--- src/rtl/hsv_pkg.sv ---
// ============================================================================
// Module   : hsv_pkg
// Purpose  : Shared types and constants for the HSV mask datapath and its
//            frame controller.
// Revision : 1.0
// ============================================================================
`default_nettype none

package hsv_pkg;

  localparam int COORD_W     = 13;
  localparam int DEF_MAX_ROW = 477;
  localparam int DEF_MAX_COL = 617;

  typedef logic [COORD_W-1:0] coord_t;

  typedef enum logic [1:0] {
    ST_IDLE   = 2'd0,
    ST_ARM    = 2'd1,
    ST_ACCUM  = 2'd2,
    ST_REPORT = 2'd3
  } state_e;

  typedef struct packed {
    coord_t rmin;
    coord_t rmax;
    coord_t cmin;
    coord_t cmax;
  } bbox_t;

  function automatic coord_t umin(input coord_t a, input coord_t b);
    return (a < b) ? a : b;
  endfunction

  function automatic coord_t umax(input coord_t a, input coord_t b);
    return (a > b) ? a : b;
  endfunction

endpackage

`default_nettype wire

--- src/rtl/hsv_bbox_accum.sv ---
// ============================================================================
// Module   : hsv_bbox_accum
// Purpose  : Per-frame mask pixel counter and bounding-box tracker.
// Revision : 1.0
// ============================================================================
`default_nettype none

module hsv_bbox_accum
  import hsv_pkg::*;
#(
  parameter int CNT_W = 19
) (
  input  logic             clk,
  input  logic             rst,
  input  logic             start,
  input  logic             pix_en,
  input  coord_t           row,
  input  coord_t           col,
  output logic [CNT_W-1:0] count_nxt,
  output bbox_t            bbox_nxt
);

  logic [CNT_W-1:0] count_q, count_d, count_base;
  bbox_t            bbox_q, bbox_d, bbox_base;
  logic             seen_q, seen_d, seen_base;

  // start wipes the previous frame in the same cycle so a pixel arriving
  // alongside it becomes the first pixel of the new frame.
  always_comb begin
    count_base = start ? '0   : count_q;
    bbox_base  = start ? '0   : bbox_q;
    seen_base  = start ? 1'b0 : seen_q;
    count_d    = count_base;
    bbox_d     = bbox_base;
    seen_d     = seen_base;
    if (pix_en) begin
      if (count_base != '1) begin
        count_d = count_base + CNT_W'(1);
      end
      if (!seen_base) begin
        bbox_d = '{rmin: row, rmax: row, cmin: col, cmax: col};
      end else begin
        bbox_d.rmin = umin(bbox_base.rmin, row);
        bbox_d.rmax = umax(bbox_base.rmax, row);
        bbox_d.cmin = umin(bbox_base.cmin, col);
        bbox_d.cmax = umax(bbox_base.cmax, col);
      end
      seen_d = 1'b1;
    end
  end

  always_ff @(posedge clk or posedge rst) begin
    if (rst) begin
      count_q <= '0;
      bbox_q  <= '0;
      seen_q  <= 1'b0;
    end else begin
      count_q <= count_d;
      bbox_q  <= bbox_d;
      seen_q  <= seen_d;
    end
  end

  assign count_nxt = count_d;
  assign bbox_nxt  = bbox_d;

endmodule

`default_nettype wire

--- src/rtl/hsv_mask_frame_ctrl.sv ---
// ============================================================================
// Module   : hsv_mask_frame_ctrl
// Purpose  : Frame controller: accumulates mask statistics per frame and
//            publishes a report plus a debounced object-present flag.
// Revision : 1.0
// ============================================================================
`default_nettype none

module hsv_mask_frame_ctrl
  import hsv_pkg::*;
#(
  parameter int MAX_ROW    = DEF_MAX_ROW,
  parameter int MAX_COL    = DEF_MAX_COL,
  parameter int MIN_PIXELS = 256,
  parameter int DEBOUNCE   = 3,
  parameter int CNT_W      = 19
) (
  input  logic               clk,
  input  logic               rst,
  input  logic               enable,
  input  logic               frame_start,
  input  logic               frame_end,
  input  logic               pix_valid,
  input  logic [COORD_W-1:0] row,
  input  logic [COORD_W-1:0] col,
  input  logic               mask_bit,
  output logic               busy,
  output logic               report_valid,
  output logic [CNT_W-1:0]   pix_count,
  output logic [COORD_W-1:0] bbox_rmin,
  output logic [COORD_W-1:0] bbox_rmax,
  output logic [COORD_W-1:0] bbox_cmin,
  output logic [COORD_W-1:0] bbox_cmax,
  output logic               obj_present,
  output logic               frame_abort
);

  localparam coord_t      MAX_ROW_C = COORD_W'(MAX_ROW);
  localparam coord_t      MAX_COL_C = COORD_W'(MAX_COL);
  localparam logic [31:0] MIN_PIX_C = 32'(MIN_PIXELS);
  localparam logic [3:0]  DEB_C     = 4'(DEBOUNCE);

  state_e           state_q, state_d;
  logic [CNT_W-1:0] pix_count_q, pix_count_d;
  bbox_t            bbox_q, bbox_d;
  logic [3:0]       hit_cnt_q, hit_cnt_d;
  logic             obj_q, obj_d;
  logic             report_valid_q, report_valid_d;
  logic             abort_q, abort_d;

  logic             pix_ok;
  logic             acc_start;
  logic             acc_take;
  logic [CNT_W-1:0] acc_count_nxt;
  bbox_t            acc_bbox_nxt;
  logic             frame_hit;

  assign pix_ok    = pix_valid && mask_bit && (row <= MAX_ROW_C) && (col <= MAX_COL_C);
  assign frame_hit = 32'(acc_count_nxt) >= MIN_PIX_C;

  hsv_bbox_accum #(
    .CNT_W (CNT_W)
  ) u_accum (
    .clk       (clk),
    .rst       (rst),
    .start     (acc_start),
    .pix_en    (acc_take),
    .row       (row),
    .col       (col),
    .count_nxt (acc_count_nxt),
    .bbox_nxt  (acc_bbox_nxt)
  );

  always_comb begin
    state_d        = state_q;
    pix_count_d    = pix_count_q;
    bbox_d         = bbox_q;
    hit_cnt_d      = hit_cnt_q;
    obj_d          = obj_q;
    report_valid_d = 1'b0;
    abort_d        = 1'b0;
    acc_start      = 1'b0;
    acc_take       = 1'b0;

    case (state_q)
      ST_IDLE: begin
        if (enable) state_d = ST_ARM;
      end
      ST_ARM: begin
        if (!enable) begin
          state_d   = ST_IDLE;
          hit_cnt_d = 4'd0;
          obj_d     = 1'b0;
        end else if (frame_start) begin
          state_d   = ST_ACCUM;
          acc_start = 1'b1;
          acc_take  = pix_ok;
        end
      end
      ST_ACCUM: begin
        if (!enable) begin
          state_d   = ST_IDLE;
          hit_cnt_d = 4'd0;
          obj_d     = 1'b0;
        end else if (frame_end) begin
          // frame_end beats a coincident frame_start; the start is dropped.
          state_d        = ST_REPORT;
          acc_take       = pix_ok;
          report_valid_d = 1'b1;
          pix_count_d    = acc_count_nxt;
          bbox_d         = acc_bbox_nxt;
          if (frame_hit) begin
            hit_cnt_d = (hit_cnt_q >= DEB_C) ? DEB_C : hit_cnt_q + 4'd1;
          end else begin
            hit_cnt_d = 4'd0;
          end
          obj_d = (hit_cnt_d == DEB_C);
        end else if (frame_start) begin
          abort_d   = 1'b1;
          acc_start = 1'b1;
          acc_take  = pix_ok;
          hit_cnt_d = 4'd0;
          obj_d     = 1'b0;
        end else begin
          acc_take = pix_ok;
        end
      end
      ST_REPORT: begin
        state_d = enable ? ST_ARM : ST_IDLE;
      end
      default: begin
        state_d = ST_IDLE;
      end
    endcase
  end

  always_ff @(posedge clk or posedge rst) begin
    if (rst) begin
      state_q        <= ST_IDLE;
      pix_count_q    <= '0;
      bbox_q         <= '0;
      hit_cnt_q      <= 4'd0;
      obj_q          <= 1'b0;
      report_valid_q <= 1'b0;
      abort_q        <= 1'b0;
    end else begin
      state_q        <= state_d;
      pix_count_q    <= pix_count_d;
      bbox_q         <= bbox_d;
      hit_cnt_q      <= hit_cnt_d;
      obj_q          <= obj_d;
      report_valid_q <= report_valid_d;
      abort_q        <= abort_d;
    end
  end

  assign busy         = (state_q == ST_ACCUM);
  assign report_valid = report_valid_q;
  assign pix_count    = pix_count_q;
  assign bbox_rmin    = bbox_q.rmin;
  assign bbox_rmax    = bbox_q.rmax;
  assign bbox_cmin    = bbox_q.cmin;
  assign bbox_cmax    = bbox_q.cmax;
  assign obj_present  = obj_q;
  assign frame_abort  = abort_q;

endmodule

`default_nettype wire

--- config.mk ---
export PLATFORM = sky130hd
export DESIGN_NAME = hsv_mask_frame_ctrl
export DESIGN_NICKNAME = d
export VERILOG_FILES = /design/src/rtl/hsv_pkg.sv /design/src/rtl/hsv_bbox_accum.sv /design/src/rtl/hsv_mask_frame_ctrl.sv
export SDC_FILE = /design/constraint.sdc
export NUM_CORES = 1
export LEC_CHECK = 0
export BUFFER_PORTS_ARGS = -buffer_cell sky130_fd_sc_hd__buf_4
export CAP_MARGIN = 5
export CORE_MARGIN = 10
export CORE_UTILIZATION = 48
export DETAILED_ROUTE_END_ITERATION = 8
export PLACE_DENSITY = 0.68
export SLEW_MARGIN = 20
export SYNTH_ARGS = -nofsm -noshare
export SYNTH_HDL_FRONTEND = slang
export SYNTH_SLANG_ARGS = --single-unit
--- constraint.sdc ---
create_clock -name clk -period 4.9 [get_ports clk]
set_input_delay 0.245 -clock clk [delete_from_list [all_inputs] [get_ports clk]]
set_output_delay 0.245 -clock clk [all_outputs]
set_load 0.03 [all_outputs]
==> results of run 1 <==
## synth_stat cells (all sizes together) (2+ instances only)
cell,number,area [µm²]
buf,15,83.8
a22o,3,26.3
nor4,13,115
o21a,6,45.0
or3,2,12.5
ha,55,688
and4b,2,20.0
a21oi,38,190
xnor2,5,43.8
a211oi,23,173
o31ai,13,97.6
dfrtp,152,3800
xor2,5,43.8
a311oi,9,78.8
inv,69,259
or4,3,22.5
nand2,125,469
o21ai,35,175
nand3,14,75.1
o41ai,3,26.3
o31a,4,35.0
o2111ai,3,32.5
nor2b,5,33.8
mux2i,25,250
clkbuf,40,150
a22oi,12,95.1
a21o,9,67.6
a31oi,11,68.8
and2,35,219
o211ai,5,37.5
and3,27,169
nand2b,12,75.1
nor2,38,145
mux2,14,158
and4,2,17.5
nor3,66,330
a211o,3,26.3
nand4,15,93.8
## placed cells by master (no fill, tap or decap), types with 6 or more instances in the layout
| master | instances |
|---|---|
| o21ai_0 | 26 |
| a211oi_1 | 22 |
| ha_1 | 55 |
| nand3_1 | 12 |
| a31oi_1 | 11 |
| a22oi_1 | 11 |
| nand2b_1 | 12 |
| buf_4 | 124 |
| inv_1 | 68 |
| nand4_1 | 15 |
| nor4_1 | 9 |
| mux2i_1 | 25 |
| clkbuf_16 | 17 |
| nand2_1 | 125 |
| and2_1 | 34 |
| mux2_2 | 14 |
| nor3_1 | 66 |
| o21ai_1 | 9 |
| a21oi_1 | 38 |
| dfrtp_1 | 152 |
| o21a_1 | 6 |
| a311oi_1 | 9 |
| and3_1 | 27 |
| nor2_1 | 37 |
| o31ai_1 | 13 |
| a21o_1 | 9 |
## per-stage QoR
step	total power, mW	hold WS [ns]
3_3_place_gp	1.85	0.368
3_5_place_dp	1.86	0.367
4_1_cts	3.11	0.0604
2_1_floorplan	1.66	0.362
6_report	3.09	0.0731
5_1_grt	3.23	0.0936
## state kept, by name, indices dropped and copies added, names as in the netlist
| signal | count |
|---|---|
| state_q | 2 |
| bbox_cmax | 13 |
| u_accum.count_q | 19 |
| u_accum.bbox_q | 52 |
| hit_cnt_q | 4 |
| frame_abort | 1 |
| bbox_cmin | 13 |
| bbox_rmax | 13 |
| bbox_rmin | 13 |
| obj_present | 1 |
| report_valid | 1 |
| u_accum.seen_q | 1 |
| pix_count | 19 |
## repair_timing
item / 4_1_cts / 5_1_grt
hold endpoints to repair: 61 / 0
hold buffers: 1 / 0
setup endpoints to repair: 0 / 0
## cell families (layout without fill, tap and decap cells)
kind of cell             Yosys count  after routing  share of synthesized area
buffers and inverters            124            227                     0.0578
adder cells (fa/ha/maj)           55             55                     0.0806
multiplexers                      39             39                     0.0478
AND/OR/NAND/NOR                  362            362                      0.214
XOR/XNOR                          10             10                     0.0103
AO/OA/AOI/OAI                    183            183                      0.144
flip-flops                       152            152                      0.446
## routing by layer
layer / vias to the layer above / share of wire / global-route usage
li1: 3471 / - / -
met1: 3475 / 0.46 / 0.267
met2: 222 / 0.45 / 0.300
met3: 32 / 0.066 / 0.0463
met4: 0 / 0.022 / 0.0688
met5: - / 0 / 0
## report_power, final
group | internal (mW) | leakage (nW) | total [mW] | switching [mW]
Clock | 0.721 | 0.268 | 1.25 | 0.533
Combinational | 0.155 | 3.01 | 0.496 | 0.342
Sequential | 1.30 | 2.10 | 1.34 | 0.0316
## critical path, delay by kind of cell, from the launching register on
kind | cells | cell delay [ns]
fa+ha+maj | 2 | 0.54
simple gates | 2 | 0.39
flops | 1 | 0.39
buf+inv | 4 | 0.86
compound gates | 8 | 1.95
## layout make-up
| type | instances | area (µm²) |
|---|---|---|
| Sequential cell | 152 | 3800 |
| Timing Repair Buffer | 126 | 952 |
| Clock buffer | 20 | 457 |
| Tap cell | 225 | 282 |
| Fill cell | 1549 | 7230 |
| Inverter | 69 | 264 |
| Clock inverter | 12 | 103 |
| Multi-Input combinational cell | 649 | 4270 |
## worst max path at each step
stage               start  slack, ns       endpoint
2_1_floorplan         rst       0.56   bbox_cmax[0]
3_3_place_gp   state_q[0]       0.75  bbox_cmax[11]
3_5_place_dp   state_q[0]       0.62  bbox_cmax[11]
4_1_cts        state_q[0]       0.61  bbox_cmax[11]
5_1_grt        state_q[0]       0.12  bbox_cmax[11]
6_report       state_q[0]       0.60  bbox_cmax[11]
==> qor.json, run 1 <==
{
  "setup.worst_path.class": "flip-flop to flip-flop",
  "core-area_mm2": 0.0174,
  "clk_latency_ns": 0.44,
  "critical_path_required_ns": 5.18,
  "drtPass1Iterations": 5,
  "timing.clock.skew_ns": 0.0114,
  "number_of_buffers_inserted_by_port_buffering": 107,
  "grt_first_pass_wirelength_um": 38400,
  "edff_count_synth": 0,
  "die-area_mm2": 0.0235,
  "timing.hold.worst_path_depth": 3,
  "setup_tns_ns": 0,
  "antenna_found_initial": 0,
  "cts-root-to-sink-buffers": 2,
  "antennaDiodeCount": 0,
  "row_count": 48,
  "vias_per_cell": 5.75,
  "min_from": "col[8]",
  "timing.critical_path.slowest_cell_delay_ns": 0.59,
  "power.ir.vdd_worst_uv": 283,
  "grt_remaining_overflow": 0,
  "globalRouteTotalUtil": 0.197,
  "worst_r2r_endpoint": "bbox_cmax[11]",
  "r2r_slack_ns": 0.60,
  "hold-path-endpoint": "u_accum.bbox_q[8]",
  "initial_utilization": 0.492,
  "postSynthAreaPerCell_um2": 9.23,
  "worst_hold_path_type": "primary input to flip-flop",
  "cp.arrival_ns": 4.58,
  "drt_iter0_drc": 607,
  "postLayoutSetupSlackWorst_ns": 0.598,
  "crit_path_start_kind": "flip-flop",
  "timing.critical_path.slowest_stage_cell": "o2111ai_4",
  "routed_wl_um": 22800,
  "grt_start_max_net_pins": 112,
  "pre_cts_ws_ns": 0.618,
  "grt_setup_unrepaired": "no",
  "first_global_vias": 7142,
  "post_cts.resized_instances": 0,
  "timing.final.max_slew_violations": 0,
  "synthesis.area_mm2": 0.00854,
  "cellLeakagePower_nw": 5.38,
  "post_cts_setup_inserts": 0,
  "outcome": "complete, no violations",
  "async_flop_share": 1.00,
  "count_of_nets_after_finishing": 1103,
  "dieHeight_um": 153,
  "tritoncts.num_buffers": 17,
  "drive_above_1_share": 0.180,
  "finish.cell_count_without_fillers": 1253,
  "remaining_drc_errors": 0,
  "tightest_slew_ns": 0.783,
  "cts.sinks": 152,
  "detail-route-antenna-nets": 0,
  "postSynthNetCount": 1013,
  "postLayoutCellArea_mm2": 0.0101,
  "gpl.final_weighted_congestion": 0.857,
  "max-slew-margin-rel": 0.478,
  "clk_pin_slew_worst_paths_ns": 0.06,
  "die_width_um": 153,
  "setup_crit_end_kind": "flip-flop",
  "fin_hold_viols": 0,
  "hpwlAfterDp_um": 16200,
  "pin_count": 108,
  "area.growth.synth_to_final_pct": 18.7,
  "layout_worst_path_cycle_share": 0.878,
  "ys_types": 58,
  "max_cap_viol_count": 0,
  "synth_sequential_area_ratio": 0.446,
  "placed_cell_area_mm2": 0.00956,
  "finalWorstPathRequiredPeriod_ns": 4.30,
  "cts_tree": "yes",
  "r2r-start": "state_q[0]",
  "place_inst": 1220,
  "reg2reg_depth": 16,
  "via_count": 7200,
  "clk_root_buffer_cell": "clkbuf_16",
  "cts_htree_levels": 4,
  "synth_cells": 925,
  "highest_attainable_clock_frequency_ghz": 0.232,
  "powerDensity_mw_per_mm2": 305,
  "wire_per_inst_um": 18.2,
  "setup-violations-final": 0,
  "crit_chain": "inv_1 -> ha_1 -> nor2b_2 -> o2111ai_4 -> buf_4 -> nand2_1 -> inv_1 -> ha_1 -> a21o_1 -> a21oi_1 -> o221ai_1 -> a221oi_1 -> o21ai_1 -> a21oi_1 -> buf_4 -> o31ai_1",
  "yosys_warnings": 0,
  "worst_path_maximum_fanout": 43,
  "postLayoutCoreUtil": 0.584,
  "synth_flop_cell": "dfrtp_1",
  "synth-seq-cells": 152
}
Note: power is estimated with default switching activity, not from simulation.
==> inputs of run 2 (changes only) <==
PLACE_DENSITY = unset   (was 0.68)
PLACE_DENSITY_LB_ADDON = 0.12   (was unset)
==> qor.json, run 2 (synthesized netlist as in run 1, its figures left out) <==
{
  "registers.top_by_ff_count": "u_accum.bbox_q",
  "drtPass1Iterations": {"value": 5, "change": "unchanged"},
  "setup-violations-final": {"value": 0, "change": "unchanged"},
  "vias_per_cell": {"value": 5.68, "change": "-1.2%"},
  "row_count": {"value": 48, "change": "unchanged"},
  "final_cell_mix": "dfrtp_1 (152), nand2_1 (125), buf_4 (122), inv_1 (68), nor3_1 (66)",
  "clk_latency": {"value": 0.43, "unit": "ns", "change": "about the same"},
  "clk_pin_slew_worst_paths": {"value": 0.06, "unit": "ns", "change": "about the same"},
  "layout_worst_path_cycle_share": {"value": 0.835, "change": "-0.0433"},
  "drive_above_1_share": {"value": 0.177, "change": "-0.00257"},
  "setup_tns": {"value": 0, "unit": "ns", "change": "unchanged"},
  "number_of_buffers_inserted_by_port_buffering": {"value": 107, "change": "unchanged"},
  "die_width": {"value": 153, "unit": "µm", "change": "unchanged"},
  "grt_setup_unrepaired": "no",
  "hpwlAfterDp": {"value": 16600, "unit": "µm", "change": "+2.3%"},
  "layout_commonest_cell": "dfrtp_1",
  "power.ir.vdd_worst": {"value": 278, "unit": "µV", "change": "-1.8%"},
  "remaining_drc_errors": {"value": 0, "change": "unchanged"},
  "grt_first_pass_wirelength": {"value": 37200, "unit": "µm", "change": "-3.1%"},
  "tritoncts.num_buffers": {"value": 17, "change": "unchanged"},
  "grt_remaining_overflow": {"value": 0, "change": "unchanged"},
  "finish.cell_count_without_fillers": {"value": 1251, "change": "-0.16%"},
  "cts.sinks": {"value": 152, "change": "unchanged"},
  "post_cts_setup_inserts": {"value": 0, "change": "unchanged"},
  "place_inst": {"value": 1218, "change": "-0.16%"},
  "reg2reg_depth": {"value": 15, "change": "-1"},
  "via_count": {"value": 7100, "change": "-1.4%"},
  "die-area": {"value": 0.0235, "unit": "mm²", "change": "unchanged"},
  "setup.worst_path.class": "flip-flop to flip-flop",
  "setup_crit_end_kind": "flip-flop",
  "clk_root_buffer_cell": "clkbuf_16",
  "detail-route-antenna-nets": {"value": 0, "change": "unchanged"},
  "max-slew-margin-rel": {"value": 0.402, "change": "-0.0760"},
  "gpl.final_weighted_congestion": {"value": 0.913, "change": "+6.5%"},
  "antenna_found_initial": {"value": 0, "change": "unchanged"},
  "timing.critical_path.slowest_stage_cell": "a22oi_2",
  "finalWorstPathRequiredPeriod": {"value": 4.09, "unit": "ns", "change": "-0.212 ns"},
  "first_global_vias": {"value": 6791, "change": "-4.9%"},
  "worst_path_maximum_fanout": {"value": 18, "change": "-58%"},
  "max_cap_viol_count": {"value": 0, "change": "unchanged"},
  "timing.final.max_slew_violations": {"value": 0, "change": "unchanged"},
  "cts_htree_levels": {"value": 4, "change": "unchanged"},
  "count_of_nets_after_finishing": {"value": 1101, "change": "-0.18%"},
  "routed_wl": {"value": 23300, "unit": "µm", "change": "+2.2%"},
  "highest_attainable_clock_frequency": {"value": 0.244, "unit": "GHz", "change": "+5.2%"},
  "cts-root-to-sink-buffers": {"value": 2, "change": "unchanged"},
  "dieHeight": {"value": 153, "unit": "µm", "change": "unchanged"},
  "placed_cell_area": {"value": 0.00955, "unit": "mm²", "change": "about the same"},
  "wire_per_inst": {"value": 18.6, "unit": "µm", "change": "+2.3%"},
  "path_common_cell": "a21o_1",
  "cp.arrival": {"value": 4.44, "unit": "ns", "change": "-0.14 ns"},
  "pin_count": {"value": 108, "change": "unchanged"},
  "tightest_slew": {"value": 0.892, "unit": "ns", "change": "+0.109 ns"},
  "drt_iter0_drc": {"value": 491, "change": "-19%"},
  "timing.clock.skew": {"value": 0.00855, "unit": "ns", "change": "-0.00289 ns"},
  "postLayoutCellArea": {"value": 0.0101, "unit": "mm²", "change": "about the same"},
  "powerDensity": {"value": 306, "unit": "mW/mm²", "change": "+0.54%"},
  "globalRouteTotalUtil": {"value": 0.192, "change": "-0.00484"},
  "critical_path_required": {"value": 5.25, "unit": "ns", "change": "+0.07 ns"},
  "timing.critical_path.slowest_cell_delay": {"value": 0.63, "unit": "ns", "change": "+0.04 ns"},
  "crit_path_start_kind": "flip-flop",
  "core-area": {"value": 0.0174, "unit": "mm²", "change": "unchanged"},
  "crit_chain": "inv_1 -> ha_1 -> nor2b_2 -> o2111ai_4 -> buf_4 -> and2_1 -> ha_1 -> a21o_1 -> a21o_1 -> a21o_1 -> a211oi_1 -> o21ai_0 -> a22oi_2 -> nand2_1 -> a31oi_1",
  "timing.hold.ws": {"value": 0.0944, "unit": "ns", "change": "+0.0213 ns"},
  "initial_utilization": {"value": 0.492, "change": "unchanged"},
  "postLayoutSetupSlackWorst": {"value": 0.810, "unit": "ns", "change": "+0.212 ns"},
  "antennaDiodeCount": {"value": 0, "change": "unchanged"},
  "outcome": "complete, no violations",
  "area.growth.synth_to_final": {"value": 18.6, "unit": "%", "change": "about the same"},
  "cellLeakagePower": {"value": 5.39, "unit": "nW", "change": "+0.13%"},
  "worst_hold_path_type": "primary input to flip-flop",
  "grt_start_max_net_pins": {"value": 67, "change": "-40%"},
  "flip_flop_count_of_the_largest_register_all_copies_and_words_added": {"value": 52, "change": "unchanged"},
  "cts_tree": "yes",
  "timing.hold.worst_path_depth": {"value": 3, "change": "unchanged"},
  "fin_hold_viols": {"value": 0, "change": "unchanged"},
  "pre_cts_ws": {"value": 0.847, "unit": "ns", "change": "+0.228 ns"}
}
-- run 2: changes by cell type in the layout (fill, tap and decap cells not counted), sizes merged --
cell and change:
buf -2, clkbuf +1, clkinv +2, clkinvlp -4
inv +1
-- run 2: per-stage QoR --
step / util / total power [mW]
2_1_floorplan: - / 1.66
3_3_place_gp: 0.550 / 1.86
3_5_place_dp: 0.550 / 1.86
4_1_cts: 0.583 / 3.12
5_1_grt: 0.583 / 3.23
6_report: 0.583 / 3.10
-- run 2: what timing repair did --
item,CTS,global route
gates resized for setup,0,0
hold buffers,1,0
hold endpoints to repair,43,0
-- run 2: worst max-delay path: cells and delay by family, from the launching register on --
family / cells / cell delay [ns]
AOI/OAI and AO/OA: 8 / 2.01
buffers and inverters: 2 / 0.41
DFF: 1 / 0.41
adders and majority gates: 2 / 0.48
and+or+nand+nor: 3 / 0.70
-- run 2: cell type report --
cell class                 count  area, µm²
clock buffer                  21        460
multi-input combinational    649       4270
sequential                   152       3800
tap                          225        282
inverter                      69        264
clock inverter                11       98.8
timing repair buffer         124        946
fill                        1558       7230
-- run 2: final timing paths --
kind,end,slack [ns],startpoint
setup / recovery,bbox_rmin[5],0.81,state_q[0]
hold / removal,u_accum.bbox_q[7],0.09,col[7]
setup reg to reg,bbox_rmin[5],0.81,state_q[0]
hold reg to reg,pix_count[12],0.48,pix_count[12]
max in group asynchronous,bbox_rmin[7],3.31,rst
min in group asynchronous,bbox_cmin[5],0.38,rst
-- run 2: layer usage --
| metal | GRT usage | share of wire |
|---|---|---|
| met1 | 0.273 | 0.49 |
| met2 | 0.286 | 0.44 |
| met3 | 0.0382 | 0.049 |
| met4 | 0.0594 | 0.016 |
| met5 | 0 | 0 |
-- run 2: where the power goes --
| group | internal (mW) | switching [mW] | total (mW) | leakage (nW) |
|---|---|---|---|---|
| combinational | 0.159 | 0.346 | 0.505 | 3.00 |
| clock | 0.725 | 0.535 | 1.26 | 0.281 |
| sequential | 1.30 | 0.0311 | 1.34 | 2.10 |
